## src/rtl/iq_scheduler.sv

```systemverilog
// 16-entry out-of-order issue queue: tag wakeup, dense relative ages, oldest-ready select.
// Select is a combinational min-age tree over registered entry state.
module iq_scheduler #(
   parameter int unsigned OPCODE_WIDTH  = 7,
   parameter int unsigned TAG_WIDTH     = 6,
   parameter int unsigned AGE_WIDTH     = 5,
   parameter int unsigned PAYLOAD_WIDTH = 64
) (
   input  logic                     clk,
   input  logic                     rst,
   input  logic                     flush,
   input  logic                     disp_valid,
   output logic                     disp_ready,
   input  logic [OPCODE_WIDTH-1:0]  disp_op,
   input  logic [TAG_WIDTH-1:0]     disp_rs1_tag,
   input  logic [TAG_WIDTH-1:0]     disp_rs2_tag,
   input  logic                     disp_rs1_rdy,
   input  logic                     disp_rs2_rdy,
   input  logic [TAG_WIDTH-1:0]     disp_rd_tag,
   input  logic [PAYLOAD_WIDTH-1:0] disp_payload,
   input  logic                     wake_valid,
   input  logic [TAG_WIDTH-1:0]     wake_tag,
   output logic                     iss_valid,
   input  logic                     iss_ready,
   output logic [OPCODE_WIDTH-1:0]  iss_op,
   output logic [TAG_WIDTH-1:0]     iss_rd_tag,
   output logic [PAYLOAD_WIDTH-1:0] iss_payload,
   output logic [3:0]               iss_idx,
   output logic [4:0]               count
);

   localparam int unsigned ENTRIES = 16;
   localparam int unsigned IDX_W   = 4;
   localparam int unsigned CNT_W   = 5;

   typedef struct packed {
      logic [OPCODE_WIDTH-1:0]  op;
      logic [TAG_WIDTH-1:0]     rs1_tag;
      logic [TAG_WIDTH-1:0]     rs2_tag;
      logic [TAG_WIDTH-1:0]     rd_tag;
      logic [PAYLOAD_WIDTH-1:0] payload;
   } entry_t;

   typedef struct packed {
      logic                 v;
      logic [AGE_WIDTH-1:0] age;
      logic [IDX_W-1:0]     idx;
   } cand_t;

   logic [ENTRIES-1:0]   valid_q, valid_d;
   logic [ENTRIES-1:0]   rs1_rdy_q, rs1_rdy_d;
   logic [ENTRIES-1:0]   rs2_rdy_q, rs2_rdy_d;
   logic [AGE_WIDTH-1:0] age_q [ENTRIES];
   logic [AGE_WIDTH-1:0] age_d [ENTRIES];
   logic [CNT_W-1:0]     count_q, count_d;
   entry_t               ent_q [ENTRIES];

   logic             disp_fire;
   logic             iss_fire;
   logic [IDX_W-1:0] free_idx;

   cand_t lvl0 [16];
   cand_t lvl1 [8];
   cand_t lvl2 [4];
   cand_t lvl3 [2];
   cand_t root;

   // Left operand is always the lower index, so ties keep the lower index.
   function automatic cand_t pick(input cand_t a, input cand_t b);
      if (b.v && (!a.v || (b.age < a.age))) return b;
      return a;
   endfunction

   // Min-age selection tree over ready entries.
   always_comb begin
      for (int i = 0; i < 16; i++) begin
         lvl0[i].v   = valid_q[i] & rs1_rdy_q[i] & rs2_rdy_q[i];
         lvl0[i].age = age_q[i];
         lvl0[i].idx = IDX_W'(i);
      end
      for (int i = 0; i < 8; i++) lvl1[i] = pick(lvl0[2*i], lvl0[2*i+1]);
      for (int i = 0; i < 4; i++) lvl2[i] = pick(lvl1[2*i], lvl1[2*i+1]);
      for (int i = 0; i < 2; i++) lvl3[i] = pick(lvl2[2*i], lvl2[2*i+1]);
      root = pick(lvl3[0], lvl3[1]);
   end

   assign iss_valid   = root.v;
   assign iss_idx     = root.v ? root.idx : '0;
   assign iss_op      = root.v ? ent_q[root.idx].op      : '0;
   assign iss_rd_tag  = root.v ? ent_q[root.idx].rd_tag  : '0;
   assign iss_payload = root.v ? ent_q[root.idx].payload : '0;
   assign count       = count_q;
   assign disp_ready  = (count_q != CNT_W'(ENTRIES));
   assign disp_fire   = disp_valid & disp_ready;
   assign iss_fire    = root.v & iss_ready;

   // Lowest-index free slot.
   always_comb begin
      free_idx = '0;
      for (int i = ENTRIES - 1; i >= 0; i--) begin
         if (!valid_q[i]) free_idx = IDX_W'(i);
      end
   end

   always_comb begin
      valid_d   = valid_q;
      rs1_rdy_d = rs1_rdy_q;
      rs2_rdy_d = rs2_rdy_q;
      age_d     = age_q;
      count_d   = count_q + CNT_W'(disp_fire) - CNT_W'(iss_fire);

      for (int i = 0; i < ENTRIES; i++) begin
         if (valid_q[i] && wake_valid) begin
            if (ent_q[i].rs1_tag == wake_tag) rs1_rdy_d[i] = 1'b1;
            if (ent_q[i].rs2_tag == wake_tag) rs2_rdy_d[i] = 1'b1;
         end
      end

      // Removing the selected entry closes its gap in the age order.
      if (iss_fire) begin
         valid_d[root.idx] = 1'b0;
         for (int i = 0; i < ENTRIES; i++) begin
            if (valid_q[i] && (age_q[i] > root.age)) age_d[i] = age_q[i] - AGE_WIDTH'(1);
         end
      end

      if (disp_fire) begin
         valid_d[free_idx]   = 1'b1;
         age_d[free_idx]     = AGE_WIDTH'(count_q) - AGE_WIDTH'(iss_fire);
         rs1_rdy_d[free_idx] = disp_rs1_rdy | (wake_valid & (wake_tag == disp_rs1_tag));
         rs2_rdy_d[free_idx] = disp_rs2_rdy | (wake_valid & (wake_tag == disp_rs2_tag));
      end

      if (flush) begin
         valid_d = '0;
         count_d = '0;
      end
   end

   always_ff @(posedge clk) begin
      if (rst) begin
         valid_q   <= '0;
         rs1_rdy_q <= '0;
         rs2_rdy_q <= '0;
         count_q   <= '0;
         for (int i = 0; i < ENTRIES; i++) age_q[i] <= '0;
      end else begin
         valid_q   <= valid_d;
         rs1_rdy_q <= rs1_rdy_d;
         rs2_rdy_q <= rs2_rdy_d;
         count_q   <= count_d;
         for (int i = 0; i < ENTRIES; i++) age_q[i] <= age_d[i];
      end
   end

   // Entry payload needs no reset; it is only observed behind a valid bit.
   always_ff @(posedge clk) begin
      if (disp_fire) begin
         ent_q[free_idx].op      <= disp_op;
         ent_q[free_idx].rs1_tag <= disp_rs1_tag;
         ent_q[free_idx].rs2_tag <= disp_rs2_tag;
         ent_q[free_idx].rd_tag  <= disp_rd_tag;
         ent_q[free_idx].payload <= disp_payload;
      end
   end

endmodule

```

## config.mk

```make
export PLATFORM = sky130hd
export DESIGN_NAME = iq_scheduler
export DESIGN_NICKNAME = d
export VERILOG_FILES = /design/src/rtl/iq_scheduler.sv
export SDC_FILE = /design/constraint.sdc
export NUM_CORES = 2
export LEC_CHECK = 0
export BUFFER_PORTS_ARGS = -buffer_cell sky130_fd_sc_hd__buf_4
export CAP_MARGIN = 0
export CORE_ASPECT_RATIO = 0.8
export CORE_UTILIZATION = 62
export DETAILED_ROUTE_END_ITERATION = 10
export HOLD_SLACK_MARGIN = 0.08
export PLACE_DENSITY = 0.79
export SLEW_MARGIN = 15
export SYNTH_ARGS = -nofsm -noshare
export SYNTH_HDL_FRONTEND = slang
export SYNTH_SLANG_ARGS = --single-unit
```

## constraint.sdc

```tcl
create_clock -name clk -period 11.2 [get_ports clk]
set_input_delay 0.56 -clock clk [delete_from_list [all_inputs] [get_ports clk]]
set_output_delay 0.56 -clock clk [all_outputs]
set_load 0.05 [all_outputs]
```

# After elaboration in Yosys (flattened, before gate mapping)
# Memories as Yosys holds them, arrays and structs flattened.
# Cells that the tools add are included.
# classes
mux,162
reduce_logical,81
bitwise,42
order_cmp,37
eq_ne,35
n_addsub,19
# ops
cell,n
two-way mux 10 bit,30
equality test 6 bit,34
two-way mux 80 bit,2
two-way mux 5 bit,17
two-way mux 1 bit,83
bitwise mux 80 bit,1
> comparator 5 bit,16
"subtractor 5 x 1 -> 5 bit, second input constant",16
< comparator 5 bit,15
two-way mux 4 bit,17
two-way mux 16 bit,4
two-way mux 64 bit,1
logical AND 1 bit,50
bitwise AND 1 bit,36
bitwise mux 16 bit,2
demux 5 bit (select 4 bit),1
bitwise AND 16 bit,1
NOT 16 bit,1
OR 16 bit,1
zero test 1 bit,15
logical OR 1 bit,15
"< comparator 4 x 5 -> 1 bit, second input constant",2
subtractor 5 x 1 -> 5 bit,2
demux 1 bit (select 4 bit),2
10 further kinds,12
# word_totals
memories,1
register_bits,133
out_inout_bits,88
mem_bits_rw,1424
in_bits,103
# mem_list
memory,depth,word_bits,read_ports,rd_clocked_by_memory_dff,write_ports,line_no,rtl
ent_q,16,89,17,0,1,56,entry_t ent_q [ENTRIES];

# Longest topological paths before layout
# logic_depth
ltp_word,31
depth_mapped,48
depth_no_buf,44

# Worst setup path before layout
# Ideal clock, no wire load.
# synth_timing
path_type,flip-flop to flip-flop
from,register age_q[69] (netlist name)
to,register age_q[43] (netlist name)
t_arrival_ns,9.679
slack_ns,1.411
stages_incl_launch_ff,42
n_path_buf,3
required_time_ns,11.090
synth_period_minus_slack_ns,9.789
path_cell_list,dfxtp_1 inv_1 ha_1 a211oi_1 o21ai_0 a21oi_1 clkbuf_1 nor2_1 a21oi_1 inv_1 ha_1 a21oi_1 o211ai_1 nand2_1 a31oi_1 nor2_1 mux2i_1 inv_1 [6 not listed] buf_4 mux2i_1 ha_1 a21o_1 a21o_1 a211oi_1 o41ai_1 o21ba_2 a21boi_4 clkbuf_1 o21ai_0 ha_1 and4_1 a2111oi_0 nor4b_1 xor2_1 nor2_1 a211oi_1
# synth_between
elab_chain_len,26
elab_cells_between_ends,31
classes_between,add/sub: 1; order compare: 5; mux: 13; bitwise: 1; reduce/logical: 11
# synth_lines
element,line_no,rtl
from (decl),53,logic [AGE_WIDTH-1:0] age_q [ENTRIES];
< comparator 5 bit,70,if (b.v && (!a.v || (b.age < a.age))) return b;
logical OR 1 bit,70,
logical AND 1 bit,70,
two-way mux 1 bit,70,
two-way mux 10 bit *,71,return a;
< comparator 5 bit,70,
logical OR 1 bit,70,
logical AND 1 bit,70,
[10 not listed],-,
two-way mux 1 bit,70,
two-way mux 10 bit *,71,
> comparator 5 bit,123,if (valid_q[i] && (age_q[i] > root.age)) age_d[i] = age_q[i] - AGE_WIDTH'(1);
logical AND 1 bit,123,
two-way mux 5 bit,123,
two-way mux 80 bit,120,if (iss_fire) begin
bitwise mux 80 bit,129,age_d[free_idx] = AGE_WIDTH'(count_q) - AGE_WIDTH'(iss_fire);
two-way mux 80 bit *,127,if (disp_fire) begin
# Every way passes the cells marked *; elsewhere a longest branch is shown, timed or not. The select of a mux whose other input is x is not followed.
# A chain may end at the register's enable or synchronous reset.

# Worst setup path in the final report
# layout_timing
from,register age_q[69] (netlist name)
to,output port iss_payload[12]
# layout_between
elab_chain_len,22
elab_cells_between_ends,25
classes_between,order compare: 4; mux: 10; reduce/logical: 10; memory: 1
# layout_lines
element,line_no,rtl
< comparator 5 bit,70,
logical OR 1 bit,70,
logical AND 1 bit,70,
two-way mux 1 bit,70,
two-way mux 10 bit *,71,
< comparator 5 bit,70,
logical OR 1 bit,70,
logical AND 1 bit,70,
[6 not listed],-,
two-way mux 10 bit *,71,
< comparator 5 bit / zero test 1 bit (equally long branches),70,
logical OR 1 bit,70,
logical AND 1 bit,70,
two-way mux 1 bit,70,
two-way mux 10 bit *,71,
memory (16 x 89 bit),-,
two-way mux 64 bit *,91,assign iss_payload = root.v ? ent_q[root.idx].payload : '0;
to (decl),27,"output logic [PAYLOAD_WIDTH-1:0] iss_payload,"
# Marked as above.

==> flow_metrics.tcl <==
set metrics [dict create \
    status "complete, but fails checks" \
    violations "design-rule violations" \
    synth_edf_count 1424 \
    syn-num-nets 4939 \
    first_iter_violations 6443 \
    ys_seq_elements 1557 \
    tritoncts "done" \
    crit_arrival_ns 10.14 \
    antenna_found_initial 18 \
    die_h_um 292 \
    slowest_stage "a21oi_4" \
    powerDensity_nw_per_um2 158 \
    cts-root-buf "clkbuf_16" \
    nNetsFinal 5213 \
    finalMaxSlewViolations 0 \
    timing.final.ws_setup_ns 0.499 \
    internal_power_mw 9.22 \
    hold_class "input port to register" \
    ir_drop_uv 165 \
    grt_pass1_vias 42100 \
    num-fill-cells 6542 \
    fin_crit_sh_pct 95.5 \
    hpwl_um 98800 \
    synth.area.top_cells "edfxtp_1 (66%), dfxtp_1 (4.1%), ha_1 (3.2%)" \
    overflow 0 \
    finalSetupViolCount 0 \
    vias 43400 \
    clk_path_buf_depth 3 \
    dp_slack_ns 0.469 \
    die_w_um 365 \
    synth_cells 4670 \
    final_cells 6472 \
    cts_buffers 145 \
    cp_max_fo 16 \
    max_cap_viol_count 0 \
    dp.cells 6120 \
    p_leak_nw 24.7 \
    holdWs_ns 0.107 \
    synth_area_leader_cell "edfxtp_1" \
    clk_pin_slew_ns 0.06 \
    synth_area_um2 65300 \
    switching_share_pct 20.9 \
    slew-limit-headroom_pct 10.7 \
    p_sw_mw 2.44 \
    reg2reg_from "age_q[69]" \
    synth_warnings 0 \
    grt_pass1_wl_um 266000 \
    syn_avg_cell_area_um2 14.0 \
    placementRows 106 \
    place_congestion 0.913 \
    design.core.area_um2 104000 \
    end_kind "primary output" \
    io_buffers 190 \
    synth_top_area_share_pct 65.5 \
    drc_errors 2 \
    grt_max_degree 130 \
    p_seq_share_pct 54.7 \
    max_freq_ghz 0.0935 \
    cpPeakStageDelay_ns 0.84 \
    hold_path.startpoint "disp_payload[15]" \
    dr.pass1.iters 9 \
    insertion_delay_ns 0.79 \
    start_kind "register" \
    drtAntennaViolNets 0 \
    grt_usage_pct 33.9 \
    fin_crit_ns 10.70 \
    crit_required_ns 10.64 \
    rsz0062_at_grt "no" \
    path_class "register to primary output" \
    synth-seq-area-share_pct 69.6 \
    htreeDepth 4 \
    io_pins 191 \
    power_mw 11.7 \
    fin_tns_setup_ns 0 \
    comb_power_share_pct 3.1 \
    r2r_cells 41 \
    cts_sinks 1557 \
    drive_gt1_share_pct 12.5 \
    rrSetupSlack_ns 1.05 \
    worst_pin_slew_ns 1.34 \
    async_flop_share_pct 0 \
    wl_um 182000 \
    min_path_cells 1 \
    initial_core_util_pct 62.5 \
    power.share.clock_pct 42.1 \
    syn_to_final_growth_pct 13.4 \
    avgViaCountPerCell 6.70 \
    wire_per_inst_um 28.1 \
    dieArea_um2 107000 \
    worstSetupStartpoint "age_q[69]" \
    synth_flop_cell "edfxtp_1" \
    finalHoldViolCount 0 \
    yosysUniqueCellTypes 89 \
    skew_ns 0.0461 \
]
==> kinds of logic (layout without fill, tap and decap cells) <==
family	count (synthesis)	in the layout	share of synthesized area [%]
multiplexers	114	114	1.89
XOR/XNOR	276	276	3.70
adder cells (fa/ha/maj)	166	166	3.19
AND/OR/NAND/NOR	1161	1161	8.08
AO/OA/AOI/OAI	1054	1055	11.3
buffers and inverters	342	734	2.20
flip-flops	1557	1557	69.6
other	0	5	0
==> worst max-delay path: cells and delay by family (launching register included) <==
family / cells / cell delay, ns
and+or+nand+nor: 3 / 0.52
adders and majority gates: 4 / 1.18
buffers and inverters: 7 / 1.24
muxes: 2 / 0.54
AOI/OAI and AO/OA: 23 / 5.50
DFF: 1 / 0.38
==> per-layer routing <==
layer,vias to the layer above,GRT usage [%],share of wire (%)
met5,-,0,0.077
li1,18600,-,-
met1,21200,48.3,38
met2,3083,51.5,45
met3,433,7.58,13
met4,22,12.5,3.2
==> power by group through the flow <==
stage	clock (mW)	combinational [mW]	sequential [mW]
floorplan	0	0.164	6.51
global placement	0	0.324	6.51
detailed placement	0	0.335	6.51
CTS	4.91	0.359	6.39
global route	5.13	0.391	6.39
finish	4.91	0.367	6.39
==> cell type report <==
type | instances | area, um^2 | area share, %
Inverter | 102 | 457 | 0.617
Tap cell | 1404 | 1760 | 2.37
Multi-Input combinational cell | 2772 | 18600 | 25.2
Clock buffer | 185 | 3870 | 5.23
Clock inverter | 81 | 825 | 1.11
Sequential cell | 1557 | 45400 | 61.4
Antenna cell | 5 | 12.5 | 0.0169
Timing Repair Buffer | 366 | 3060 | 4.14
==> Yosys cell counts (all sizes together) (100+ instances only) <==
library cell     n
clkbuf         136
xor2           121
o22ai          215
edfxtp        1424
buf            104
inv            100
o21ai          112
xnor2          155
a21oi          187
nand2          486
nand3          115
a211oi         119
nor3           120
dfxtp          133
nor2           244
ha             165
==> state kept, by name, summed over array words and instances, names as in the netlist <==
name / cells
count: 5
age_q: 80
rs1_rdy_q: 16
ent_q: 1424
rs2_rdy_q: 16
valid_q: 16
==> final timing paths <==
kind                endpoint
max          iss_payload[12]
min            ent_q[11][15]
max reg2reg        age_q[64]
min reg2reg        age_q[29]
==> metrics by stage <==
stage,cell area [um^2],utilization (%)
6_report,74000,70.9
5_1_grt,74000,70.9
4_1_cts,73800,70.7
3_5_place_dp,68400,65.6
3_3_place_gp,68400,65.6
2_1_floorplan,65300,-
==> cells in the final DEF, fill, tap and decap left out, drive strengths merged, types with 7 or more instances in the layout <==
cell	netlist	final
xnor2	155	155
mux2	66	66
nand4	28	28
nand3	115	115
xor2	121	121
dfxtp	133	133
dlygate4sd3	0	67
inv	100	110
buf	104	298
nand2	486	486
o21a	25	25
and4	16	16
clkbuf	136	186
bufinv	0	11
and3	27	27
and2	11	11
a211oi	119	119
ha	165	165
nor2	244	244
a21boi	10	10
a41oi	30	30
a2bb2oi	59	59
a21oi	187	187
a2111oi	16	16
mux2i	48	48
o22ai	215	215
a21o	14	14
nor2b	33	33
nand2b	21	21
o221ai	77	77
o211ai	7	7
o21ai	112	113
a32oi	8	8
or3	8	8
edfxtp	1424	1424
a31oi	70	70
clkinv	2	61
nor4	34	34
o2111a	58	58
nor3	120	120
==> what timing repair did <==
item,4_1_cts,5_1_grt
gates cloned,0,2
buffers inserted,0,12
hold buffers,67,0
hold endpoints to repair,981,0
resized for setup,3,11
pin swaps,0,2
endpoints found under the setup margin,29,78
Power figures use the tool's default switching activity.
